<file path="config.mk">
export PLATFORM = sky130hd
export DESIGN_NAME = if_fetch_stage
export DESIGN_NICKNAME = d
export VERILOG_FILES = /design/src/rtl/if_fetch_stage.sv
export SDC_FILE = /design/constraint.sdc
export NUM_CORES = 1
export LEC_CHECK = 0
export CAP_MARGIN = 20
export CELL_PAD_IN_SITES_DETAIL_PLACEMENT = 0
export CELL_PAD_IN_SITES_GLOBAL_PLACEMENT = 1
export CORE_MARGIN = 3
export CORE_UTILIZATION = 30
export DETAILED_ROUTE_END_ITERATION = 7
export GPL_TIMING_DRIVEN = 0
export PLACE_DENSITY_LB_ADDON = 0.1
export SYNTH_ARGS = -nofsm -noshare
export SYNTH_HDL_FRONTEND = slang
export SYNTH_SLANG_ARGS = --single-unit
</file>
<file path="constraint.sdc">
create_clock -name clk -period 2.1 [get_ports clk]
set_clock_uncertainty 0.2 [all_clocks]
set_input_delay 0.42 -clock clk [delete_from_list [all_inputs] [get_ports clk]]
set_output_delay 0.42 -clock clk [all_outputs]
set_load 0.005 [all_outputs]
</file>
<file path="src/rtl/if_fetch_stage.sv">
// Instruction-fetch stage: owns the PC, addresses the asynchronous instruction
// memory and captures the fetched word into the IF/ID pipeline register.
module if_fetch_stage #(
  parameter int                 ADDR_W    = 32,
  parameter int                 INSTR_W   = 32,
  parameter logic [ADDR_W-1:0]  RESET_PC  = '0,
  parameter logic [INSTR_W-1:0] NOP_INSTR = '0,
  parameter int                 CNT_W     = 32
) (
  input  logic               clk,
  input  logic               rst,
  input  logic               stall,
  input  logic               branch_taken,
  input  logic [ADDR_W-1:0]  branch_target,
  output logic [ADDR_W-1:0]  imem_addr,
  input  logic [INSTR_W-1:0] imem_rdata,
  output logic [ADDR_W-1:0]  if_id_pc,
  output logic [ADDR_W-1:0]  if_id_pc_plus4,
  output logic [INSTR_W-1:0] if_id_instr,
  output logic               if_id_valid,
  output logic [CNT_W-1:0]   fetch_count
);

  logic [ADDR_W-1:0]  pc_q, pc_d;
  logic [ADDR_W-1:0]  id_pc_q, id_pc_d;
  logic [ADDR_W-1:0]  id_pc4_q, id_pc4_d;
  logic [INSTR_W-1:0] id_instr_q, id_instr_d;
  logic               id_valid_q, id_valid_d;
  logic [CNT_W-1:0]   cnt_q, cnt_d;

  logic [ADDR_W-1:0]  pc_plus4;
  logic [ADDR_W-1:0]  target_aligned;
  logic               cnt_full;

  // Wraps modulo 2^ADDR_W by construction of the sized add.
  assign pc_plus4       = pc_q + ADDR_W'(4);
  assign target_aligned = {branch_target[ADDR_W-1:2], 2'b00};
  assign cnt_full       = &cnt_q;

  // Priority: branch redirect (flush) beats stall, which beats normal fetch.
  always_comb begin
    pc_d       = pc_q;
    id_pc_d    = id_pc_q;
    id_pc4_d   = id_pc4_q;
    id_instr_d = id_instr_q;
    id_valid_d = id_valid_q;
    cnt_d      = cnt_q;
    if (branch_taken) begin
      pc_d       = target_aligned;
      id_pc_d    = '0;
      id_pc4_d   = '0;
      id_instr_d = NOP_INSTR;
      id_valid_d = 1'b0;
    end else if (!stall) begin
      pc_d       = pc_plus4;
      id_pc_d    = pc_q;
      id_pc4_d   = pc_plus4;
      id_instr_d = imem_rdata;
      id_valid_d = 1'b1;
      if (!cnt_full) begin
        cnt_d = cnt_q + CNT_W'(1);
      end
    end
  end

  always_ff @(posedge clk) begin
    if (rst) begin
      pc_q       <= RESET_PC;
      id_pc_q    <= '0;
      id_pc4_q   <= '0;
      id_instr_q <= NOP_INSTR;
      id_valid_q <= 1'b0;
      cnt_q      <= '0;
    end else begin
      pc_q       <= pc_d;
      id_pc_q    <= id_pc_d;
      id_pc4_q   <= id_pc4_d;
      id_instr_q <= id_instr_d;
      id_valid_q <= id_valid_d;
      cnt_q      <= cnt_d;
    end
  end

  assign imem_addr      = pc_q;
  assign if_id_pc       = id_pc_q;
  assign if_id_pc_plus4 = id_pc4_q;
  assign if_id_instr    = id_instr_q;
  assign if_id_valid    = id_valid_q;
  assign fetch_count    = cnt_q;

endmodule

</file>
==> metrics list, run 1 <==
- The run finished, with violations left.
- Violations in the final reports: setup timing
* Netlist area before placement: 0.00666 mm²
- The library cell used most frequently in the layout, excluding fill and tap cells, is sky130_fd_sc_hd__clkdlybuf4s50_1.
- Row generation in the floorplan step produced 53 rows.
- Of the synthesized area, sequential elements account for 0.466.
- Switching pwr: 1.73 mW
- After routing, the total negative slack on setup checks comes to -0.0154 ns.
- The analysis attributes to cell leakage a power of 4.10 nW.
* Max-capacitance violation count: 0
- Fillers: 2,043
* Starting Density: 0.311
* Number of pins exceeding their max-slew limit in the final report: 0
* Die Wd: 155 µm
* Area used by sequential logic in the layout: 0.00321 mm²
- Final period utilization: 1.00
- The internal portion of the total power is 5.16 mW.
- Detailed placement HPWL: 17.2 mm
- Crit path arrival time: 2.27 ns
- The first TritonRoute pass finished after 5 iterations.
- For this run, the total global-route usage over all layers was measured as 0.198.
* Post-placement cell area: 0.00926 mm²
* Area of combinational cells with multiple inputs: 0.00363 mm²
* Dominant register cell in the synthesized netlist: sky130_fd_sc_hd__dfxtp_1
- Relative slew margins: 0.500
* Overall via count from detail_route: 6,567
- The die covers 0.0240 mm².
* CTS hold repair buffers: 0
- In the routed design, unresolved DRC markers number 0.
- Pre-CTS setup slack: -1.19 ns
- The min-delay analysis places its worst path in the category reg -> reg.
* Cell Count, Final, Fillers Out: 1,304
* Clock power frac: 0.445
* VDD IR-drop max: 526 µV
* Worst hold slack after final layout: 0.248 ns
- Setup CP Type: reg -> reg
- Die boundary height: 155 µm
- The Yosys step of the flow raised 0 warnings.
- Setup crit start: fetch_count[12]$_SDFFE_PP0P_
* Worst Max-Slew Pin Slew: 0.750 ns
- RSZ-0062 raised after global routing: true
- The smallest clock period supported by the final layout is computed as 2.11 ns.
* Routed length per placed instance: 18.8 µm
* GPL Wtd Cong: 0.774
- In the post-route analysis, the smallest setup slack over all paths is -0.00720 ns.
- Launch point of the worst reg-to-reg path: fetch_count[12]$_SDFFE_PP0P_
* Worst reg-to-reg setup slack: -0.007 ns
* Fraction of registers with async set/reset: 0
- For this run, the slowest stage of the critical path takes 0.50 ns.
- Overall power consumption after layout is estimated at 6.89 mW.
- First-pass GRT wire length: 37.2 mm
- CP max FO: 4
- Fraction of layout cells with a size suffix above 1: 0.231
- Yosys mapped the design onto 55 distinct sky130hd cell types.
- The share of total power dissipated in combinational logic is 0.102.
- The worst setup path is captured at a register.
- Derived from the worst setup path, the maximum achievable clock frequency is 475 MHz.
- Using the TritonRoute via totals, the vias-per-cell ratio works out to 5.04.
- In this run the power density over the cells is 638 mW/mm².
* Placeable core region: 0.0214 mm²
- 1st-iter DRT viols: 332
* Number of instances in the synthesized netlist: 724
- Root cell of the clock tree: sky130_fd_sc_hd__clkbuf_16
- Number of storage elements in the synthesis netlist: 155
- Diodes inserted: 0
- After the last flow step, the layout net total stands at 1,086.
- Flop pwr share: 0.453
* Number of levels in the clock H-tree: 4
- Worst setup path end: fetch_count[20]$_SDFFE_PP0P_
* Sort of element at the start of the critical path: register
- Placed instance count: 1,224
- Detailed Route WL: 24.5 mm
- Data required time of the worst path: 2.26 ns
- The slowest stage of the critical path belongs to the cell sky130_fd_sc_hd__or4_1.
- Switch share: 0.251
- Summed over all layers, the global routing overflow is 0.
- The number of clock buffers added by TritonCTS is 17.
- In this run the critical register-to-register path is captured at fetch_count[20]$_SDFFE_PP0P_.
* Number of enable-type register cells in the synthesized netlist: 0
- Final hold viol count: 0
- Post-synthesis average cell area: 9.19 µm²
* Input/output buffers: 219
- The detail route stage leaves a number of antenna-violating nets equal to 0.
* Worst skew pair latency: 0.43 ns
* Most frequent cells in the layout: 215 x sky130_fd_sc_hd__clkdlybuf4s50_1, 104 x sky130_fd_sc_hd__dfxtp_1, 58 x sky130_fd_sc_hd__buf_4, 57 x sky130_fd_sc_hd__a22o_1, 56 x sky130_fd_sc_hd__nand2_1
- In this run the deepest clock path goes through 2 buffers.
- After clock tree synthesis, the clock-pin slew on the worst setup and hold paths is 0.07 ns.
* Core occupancy in the finished layout: 0.504
- Final Cell Area: 0.0108 mm²
* CTS tree: done
* Initial antenna violation count: 2
- Count of final setup violators: 3
* Layout-stage area growth over the synthesis result: 62.2%
- Number of global-route vias before repair: 6,473
- Walking the worst path, the cells encountered are nand4_1 -> or3_4 -> a21o_2 -> or4_1 -> a21oi_2.
* Top Ports: 229
- Pin count of the biggest net entering global routing: 20
- Measured in cells, the most critical reg-to-reg path has a length of 5.
* Number of sinks handled by clock tree synthesis: 155
==> cell type report <==
class	count	share of cell area
Multi-Input combinational cell	494	0.336
Sequential cell	155	0.297
Timing Repair Buffer	272	0.241
Clock buffer	21	0.0436
Buffer	55	0.0335
Tap cell	275	0.0319
Clock inverter	11	0.0102
Inverter	21	0.00730
==> metal layers <==
layer,up-vias,wire length [µm],track usage
met5,-,24,0
li1,3197,-,-
met4,4,259,0.0454
met2,181,11900,0.331
met1,3162,10900,0.255
met3,23,1400,0.0559
==> how the worst min path moves through the flow <==
| stage | from | endpoint | slack (ns) | cells past startpoint |
|---|---|---|---|---|
| 2_1_floorplan | if_id_pc[17]$_SDFFE_PP0N_ | if_id_pc[17]$_SDFFE_PP0N_ | 0.24 | 2 |
| 3_3_place_gp | if_id_pc[17]$_SDFFE_PP0N_ | if_id_pc[17]$_SDFFE_PP0N_ | 0.24 | 2 |
| 3_5_place_dp | if_id_pc_plus4[17]$_SDFFE_PP0N_ | if_id_pc_plus4[17]$_SDFFE_PP0N_ | 0.24 | 1 |
| 4_1_cts | if_id_pc_plus4[17]$_SDFFE_PP0N_ | if_id_pc_plus4[17]$_SDFFE_PP0N_ | 0.25 | 1 |
| 5_1_grt | if_id_pc_plus4[6]$_SDFFE_PP0N_ | if_id_pc_plus4[6]$_SDFFE_PP0N_ | 0.27 | 1 |
| 6_report | if_id_pc[29]$_SDFFE_PP0N_ | if_id_pc[29]$_SDFFE_PP0N_ | 0.25 | 2 |
==> registers in the layout (all words and copies together), names as in the netlist <==
name,cells
if_id_valid,1
if_id_pc_plus4,30
imem_addr,30
if_id_pc,30
fetch_count,32
if_id_instr,32
==> Yosys cell counts, types with 3 or more instances <==
cell type                  number  area [µm²]
sky130_fd_sc_hd__o31ai_1       15         113
sky130_fd_sc_hd__buf_2          6        30.0
sky130_fd_sc_hd__a21oi_1       52         260
sky130_fd_sc_hd__nor2b_1        7        43.8
sky130_fd_sc_hd__a22o_1        57         499
sky130_fd_sc_hd__o21bai_1       4        30.0
sky130_fd_sc_hd__nor2_1        44         165
sky130_fd_sc_hd__buf_4          9        67.6
sky130_fd_sc_hd__o21ai_0       29         145
sky130_fd_sc_hd__xnor2_1       27         236
sky130_fd_sc_hd__buf_1          6        22.5
sky130_fd_sc_hd__mux2i_1       11         110
sky130_fd_sc_hd__nand3_1       25         125
sky130_fd_sc_hd__a21o_1         7        52.6
sky130_fd_sc_hd__xor2_1        19         166
sky130_fd_sc_hd__or3_1         11        68.8
sky130_fd_sc_hd__nand2_1       58         218
sky130_fd_sc_hd__and4_1         6        52.6
sky130_fd_sc_hd__o21a_1        13        97.6
sky130_fd_sc_hd__and3_1        12        75.1
sky130_fd_sc_hd__dfxtp_1      155        3100
sky130_fd_sc_hd__nand2b_1       5        31.3
sky130_fd_sc_hd__nor4_1        11        68.8
sky130_fd_sc_hd__clkbuf_1      37         139
sky130_fd_sc_hd__inv_1         21        78.8
sky130_fd_sc_hd__nand4_1        8        50.1
sky130_fd_sc_hd__nand4_2        3        37.5
sky130_fd_sc_hd__mux2_2         5        56.3
sky130_fd_sc_hd__or4_1         16         120
sky130_fd_sc_hd__nor3_1        14        70.1
==> repair_timing <==
item	CTS	global route
gates cloned	2	0
pin swaps	20	15
setup endpoints to repair	167	59
resized for setup	135	48
buffers inserted	43	9
==> logic make-up (layout without fill, tap and decap cells) <==
group	after synthesis	after routing	synth area share
buffers and inverters	81	380	0.0532
XOR/XNOR	46	46	0.0605
flip-flops	155	155	0.466
other	1	6	0.000563
AND/OR/NAND/NOR	234	234	0.191
AO/OA/AOI/OAI	188	189	0.198
multiplexers	17	17	0.0273
adder cells (fa/ha/maj)	2	2	0.00376
==> worst max-delay path, delay by kind of cell, from the launching register on <==
kind | cells | cell delay [ns]
AND/OR/NAND/NOR | 3 | 1.08
AO/OA/AOI/OAI | 2 | 0.39
flip-flops | 1 | 0.36
==> power by group through the flow <==
stage | Combinational, mW | Clock, mW | Sequential, mW
floorplan | 0.257 | 0 | 3.17
global placement | 0.652 | 0 | 3.19
detailed placement | 0.653 | 0 | 3.19
CTS | 0.703 | 3.14 | 3.12
global route | 0.760 | 3.27 | 3.13
finish | 0.703 | 3.07 | 3.12
Note: power is estimated with default switching activity, not from simulation.
==> run 2: changes to the inputs <==
CORE_UTILIZATION = 36   (was 30)
clock period = 2.71 ns   (was 2.1 ns; I/O delays follow)
==> metrics list, run 2 (synthesis results as in run 1) <==
- The number of antenna violations at the first check in global routing is 0.
- For this run, design rule violations remaining after detail routing come to 0.
- 1st-iter DRT viols: 378
* CTS hold repair buffers: 0
* Die boundary height: 142 µm
* Number of sinks handled by clock tree synthesis: 155
- Die Wd: 142 µm
- Area used by sequential logic in the layout: 0.00310 mm²
* Worst Max-Slew Pin Slew: 0.694 ns
- Placeable core region: 0.0181 mm²
* Nets: 1,038
- Power Dens Cells: 535 mW/mm²
* Crit path arrival time: 2.69 ns
* Crit. End Element: register
* Die Footprint: 0.0202 mm²
- Once routing completed, OpenROAD measured the worst setup slack at 0.127 ns.
* Core occupancy in the finished layout: 0.541
* Kind of path behind the tightest hold check: reg -> reg
* Count of final setup violators: 0
- For the worst setup path, the data required time is 2.81 ns.
- Number of global-route vias before repair: 6,192
* VDD IR-drop max: 371 µV
- Across all hold checks on the routed design, the worst slack comes to 0.254 ns.
* Pre-CTS setup slack: -0.562 ns
* Final hold viol count: 0
* Post-layout power: 5.23 mW
- Input/output buffers: 219
* Detailed Route WL: 21.9 mm
- CTS tree: done
- In the final routed layout, each cell accounts on average for 18.1 µm.
- In this run the worst path has a maximum fanout of 10.
- Post-CTS clock slew at the launch and capture registers of the worst setup and hold paths: 0.06 ns
- The initial utilization of the core area, before any placement, comes to 0.368.
- Worst skew pair latency: 0.42 ns
* Start point of the worst hold path: if_id_pc[17]$_SDFFE_PP0N_
- GRT Residual Overflow: 0
- Number of pins exceeding their max-slew limit in the final report: 0
* Setup crit start: stall
- Setup repair after global routing left no endpoint under its margin.
* Fmax: 387 MHz
* First-pass GRT wire length: 34.1 mm
- Measured against its own limit, the worst slew margin works out to 0.537.
* First drt pass iteration count: 5
- Counting along the longest clock path gives a buffer depth of 2.
- Top Ports: 229
- Buffers inserted during clock tree synthesis total 17.
* Root cell of the clock tree: sky130_fd_sc_hd__clkbuf_16
* Fillers: 1,663
- GPL Wtd Cong: 0.824
- Launch point of the worst reg-to-reg path: imem_addr[11]$_SDFFE_PP0P_
- 0 antenna diodes ended up in the layout.
* Leading cell type in the layout, fill and taps excluded: sky130_fd_sc_hd__clkdlybuf4s50_1
* Detailed placement HPWL: 16.2 mm
* Leak: 3.61 nW
- Most frequent cells in the layout: 219 x sky130_fd_sc_hd__clkdlybuf4s50_1, 154 x sky130_fd_sc_hd__dfxtp_1, 58 x sky130_fd_sc_hd__nand2_1, 57 x sky130_fd_sc_hd__a22o_1, 52 x sky130_fd_sc_hd__a21oi_1
* Fraction of layout cells with a size suffix above 1: 0.0846
* Area of combinational cells with multiple inputs: 0.00326 mm²
- Entering global routing, the biggest net connects 17 pins.
- The worst setup path is of the in -> reg kind.
- Of the available clock period, the critical path in the final layout requires 0.953.
* Layout-stage area growth over the synthesis result: 46.9%
- Across every metal layer, demand over resource in global routing totals 0.213.
- The floorplan has 49 rows.
- The run finished with clean final reports.
* Vias per Instance: 5.17
- The smallest clock period supported by the final layout is computed as 2.58 ns.
- Max-capacitance violation count: 0
- Number of levels in the clock H-tree: 4
- The count of nets left with antenna violations once routing finished came out at 0.
- The routed layout has 6,254 vias.
- STA classifies the critical path startpoint as an input pin.
- Post-CTS Repair Setup Buffers: 0
## run 2: metal layers
| metal | track usage | vias up | part of all wire |
|---|---|---|---|
| met1 | 0.282 | 2972 | 0.45 |
| li1 | - | 3078 | - |
| met4 | 0.0505 | 0 | 0.014 |
| met3 | 0.0504 | 22 | 0.052 |
| met2 | 0.354 | 182 | 0.49 |
| met5 | 0 | - | 0 |
## run 2: per-stage QoR
stage          cell area, µm²  instances  TNS (ns)
2_1_floorplan            6680        729         0
3_3_place_gp             9150       1177    -56.44
3_5_place_dp             9160       1178    -43.44
4_1_cts                  9740       1210         0
5_1_grt                  9780       1210         0
6_report                 9780       1210         0
## run 2: critical path: stages
cell and delay, ns:
sky130_fd_sc_hd__clkdlybuf4s50_1 0.41, sky130_fd_sc_hd__buf_2 0.20, sky130_fd_sc_hd__and4bb_2 0.37, sky130_fd_sc_hd__nand2_1 0.23
sky130_fd_sc_hd__clkbuf_2 0.30, sky130_fd_sc_hd__nor4_1 0.26, sky130_fd_sc_hd__mux2_2 0.38
## run 2: worst paths after layout
| kind | to | slack, ns | depth (start not counted) |
|---|---|---|---|
| max | fetch_count[31]$_SDFFE_PP0P_ | 0.13 | 7 |
| max reg2reg | imem_addr[31]$_SDFFE_PP0P_ | 0.16 | 6 |
| min reg2reg | if_id_pc[17]$_SDFFE_PP0N_ | 0.25 | 2 |
| min | if_id_pc[17]$_SDFFE_PP0N_ | 0.25 | 2 |
## run 2: where the power goes
group | switching [mW] | leakage [nW] | internal (mW)
combinational | 0.212 | 2.07 | 0.285
sequential | 0.0748 | 1.26 | 2.34
clock | 1.03 | 0.279 | 1.29
## run 2: timing repair
action | CTS | global route
setup endpoints to repair | 27 | 26
hold endpoints to repair | 0 | 0
gates resized for setup | 5 | 12
## run 2: final cells by class
type / count / area share
sequential: 155 / 0.317
timing repair buffer: 220 / 0.225
inverter: 21 / 0.00806
clock buffer: 18 / 0.0439
multi-input combinational: 493 / 0.334
buffer: 60 / 0.0288
clock inverter: 14 / 0.0139
tap: 229 / 0.0293
==> run 3: changes to the inputs <==
ABC_AREA = 1   (was not set)
CORE_UTILIZATION = 35   (was 36)
SLEW_MARGIN = 15   (was not set)
==> metrics list, run 3 <==
* Detailed placement HPWL: 19.3 mm
* 1st-iter DRT viols: 393
- GRT Residual Overflow: 0
- RSZ-0062 raised after global routing: false
- Max-capacitance violation count: 0
* Crit. End Element: register
- Post-placement cell area: 0.00970 mm²
- Area leader, netlist: sky130_fd_sc_hd__dfxtp_1
- Number of pins exceeding their max-slew limit in the final report: 0
- Die Footprint: 0.0222 mm²
- Pin count of the biggest net entering global routing: 17
- TritonCTS buffer count: 17
- In this run, distinct cell masters in the synthesized netlist total 34.
- Share of the synthesized area in the top cell type: 0.434
- Once layout is complete, the utilization of the core stands at 0.520.
- Post-layout power: 5.39 mW
- Power Dens Cells: 524 mW/mm²
- After synthesis, the share of flip-flops with an asynchronous set or reset is 0.
- The most common cell in the synthesized netlist is sky130_fd_sc_hd__nand2_1.
* Sort of element at the start of the critical path: input pin
- Input/output buffers: 219
* Layout-stage area growth over the synthesis result: 43.9%
* Post-CTS clock slew at the launch and capture registers of the worst setup and hold paths: 0.07 ns
- During I/O placement, the number of pins put on the boundary was 229.
* Vias per Instance: 4.80
* Minimum period implied by the final worst setup slack: 2.47 ns
- Most frequent cells in the layout: 336 x sky130_fd_sc_hd__nand2_1, 219 x sky130_fd_sc_hd__clkdlybuf4s50_1, 155 x sky130_fd_sc_hd__dfxtp_1, 101 x sky130_fd_sc_hd__nor2_1, 69 x sky130_fd_sc_hd__inv_1
- The cell area that synthesis handed to floorplanning was 0.00715 mm².
- The number of antenna violations at the first check in global routing was 0.
- Synthesis handed over a netlist of 998 instances.
* Placeable core region: 0.0198 mm²
* Number of global-route vias before repair: 7,088
* VDD IR-drop max: 366 µV
- Worst skew pair latency: 0.43 ns
* Root cell of the clock tree: sky130_fd_sc_hd__clkbuf_16
- Measured along the x axis, the die boundary spans 149 µm.
* Number of levels in the clock H-tree: 4
- In the global route stage, overall resource usage came out at 0.224.
- In this run the static leakage power is 3.97 nW.
* CTS tree: done
- During synthesis, Yosys emitted a total of 0 warnings.
* Worst Max-Slew Pin Slew: 0.786 ns
* Final ANT Viol Nets: 0
- Fmax: 404 MHz
- Starting Density: 0.362
* Remaining DRCs: 0
- Kind of path behind the tightest hold check: reg -> reg
- The initialized floorplan defines 51 standard-cell rows.
* GPL Wtd Cong: 0.910
* CP max FO: 10
- Leaving out fill and tap cells, the most frequent cell in the layout is sky130_fd_sc_hd__nand2_1.
- For the worst setup path, the data arrival time is 2.65 ns.
- Counting instances in the post-synthesis netlist gives the leading cell types as 336 x sky130_fd_sc_hd__nand2_1, 155 x sky130_fd_sc_hd__dfxtp_1, 102 x sky130_fd_sc_hd__nor2_1.
- Post-synthesis average cell area: 7.17 µm²
* Detailed Route WL: 25.3 mm
- For this run, the register share of the synthesized area comes to 0.434.
- Setup violations remaining at the end of the flow were counted as 0.
- Synthesis inferred 155 register bits.
- Placed instance count: 1,487
* Diodes inserted: 0
- Dominant register cell in the synthesized netlist: sky130_fd_sc_hd__dfxtp_1
- Final hold viol count: 0
- Cell Count, Final, Fillers Out: 1,519
- For this run, the post-layout net count is 1,311.
- Final period utilization: 0.912
- The routed layout has 7,298 vias.
* Die boundary height: 149 µm
* Data required time of the worst path: 2.89 ns
* Number of enable-type register cells in the synthesized netlist: 0
- Of the cells placed in the final design, the portion with a size suffix greater than 1 is 0.0893.
- The worst pin sits at a relative slew slack of 0.476.
- The flow ran to the end, and the final reports show no timing, DRC or antenna violations.
- First-pass GRT wire length: 38.8 mm
- The finished cells cover 0.0103 mm².
* Most area-consuming cells after synthesis: sky130_fd_sc_hd__dfxtp_1 43%, sky130_fd_sc_hd__nand2_1 18%, sky130_fd_sc_hd__nor2_1 5.4%, sky130_fd_sc_hd__o21ai_0 4.3%, sky130_fd_sc_hd__nand3_1 4.3%
* CTS hold repair buffers: 0
* Number of sinks handled by clock tree synthesis: 155
* Maximum clock path buffer count: 2
- First drt pass iteration count: 5
- Once the clock tree was built, the setup fixing pass inserted 0 buffers.
- The setup path with the least slack is of type in -> reg.
- Routed length per placed instance: 16.7 µm
==> run 3: cell count changes in the layout (fill, tap and decap cells not counted), moves of 16 or more <==
| cell | change |
|---|---|
| sky130_fd_sc_hd__a21oi_1 | -28 |
| sky130_fd_sc_hd__a21oi_2 | +20 |
| sky130_fd_sc_hd__a22o_1 | -24 |
| sky130_fd_sc_hd__clkbuf_1 | -16 |
| sky130_fd_sc_hd__inv_1 | +48 |
| sky130_fd_sc_hd__nand2_1 | +278 |
| sky130_fd_sc_hd__nand3_1 | +37 |
| sky130_fd_sc_hd__nor2_1 | +58 |
| sky130_fd_sc_hd__o21ai_0 | +33 |
| sky130_fd_sc_hd__or4_1 | -16 |
| sky130_fd_sc_hd__xnor2_1 | -19 |
==> run 3: final cells by class <==
type	count	area (µm²)
fillers	1992	9490
multi-input cells	730	3540
flip-flops and latches	155	3100
repair buffers	219	2190
clock buffers	17	425
well taps	265	332
inverters	74	278
plain buffers	44	254
clock inverters	15	171
==> run 3: through the flow <==
step / hold slack [ns] / worst slack, ns / TNS (ns)
after global placement: 0.239 / -0.329 / -21.34
after CTS: 0.255 / 0.117 / 0
after detailed placement: 0.243 / -0.325 / -20.44
after global routing: 0.272 / 0.0919 / 0
after floorplan: 0.247 / 0.757 / 0
final: 0.252 / 0.238 / 0
==> run 3: kinds of logic (layout without fill, tap and decap cells) <==
family	Yosys count	after routing	share of synthesized area
buffers and inverters	118	369	0.0743
AND/OR/NAND/NOR	548	548	0.323
flip-flops	155	155	0.434
AO/OA/AOI/OAI	154	154	0.140
other	1	6	0.000524
XOR/XNOR	20	20	0.0245
adder cells (fa/ha/maj)	2	2	0.00350
==> run 3: what timing repair did <==
item | in CTS | in global routing
gates resized for setup | 0 | 1
endpoints found under the hold margin | 0 | 0
setup endpoints to repair | 0 | 14
==> run 3: power breakdown <==
group	internal, mW	switching (mW)	total (mW)
combinational	0.263	0.243	0.506
clock	1.39	1.09	2.48
sequential	2.34	0.0658	2.41
total	3.99	1.40	5.39
==> run 3: worst max-delay path: stages <==
cell and delay (ns):
sky130_fd_sc_hd__clkdlybuf4s50_1 0.58, sky130_fd_sc_hd__nor2_1 0.35, sky130_fd_sc_hd__nand2_1 0.31, sky130_fd_sc_hd__inv_2 0.29
sky130_fd_sc_hd__buf_2 0.32, sky130_fd_sc_hd__nand3_1 0.17, sky130_fd_sc_hd__nand2_1 0.09
==> run 3: metal layers <==
layer	GRT usage	up-vias	part of all wire
li1	-	3700	-
met1	0.279	3354	0.43
met2	0.393	210	0.49
met3	0.0462	34	0.057
met4	0.0632	0	0.023
met5	0	-	0
==> run 3: final timing paths <==
path | cells after the start | end | startpoint | slack (ns)
setup / recovery | 7 | if_id_pc_plus4[28]$_SDFFE_PP0N_ | stall | 0.24
hold reg to reg | 2 | if_id_pc_plus4[22]$_SDFFE_PP0N_ | if_id_pc_plus4[22]$_SDFFE_PP0N_ | 0.25
setup reg to reg | 11 | fetch_count[14]$_SDFFE_PP0P_ | fetch_count[0]$_SDFFE_PP0P_ | 0.34
hold / removal | 2 | if_id_pc_plus4[22]$_SDFFE_PP0N_ | if_id_pc_plus4[22]$_SDFFE_PP0N_ | 0.25
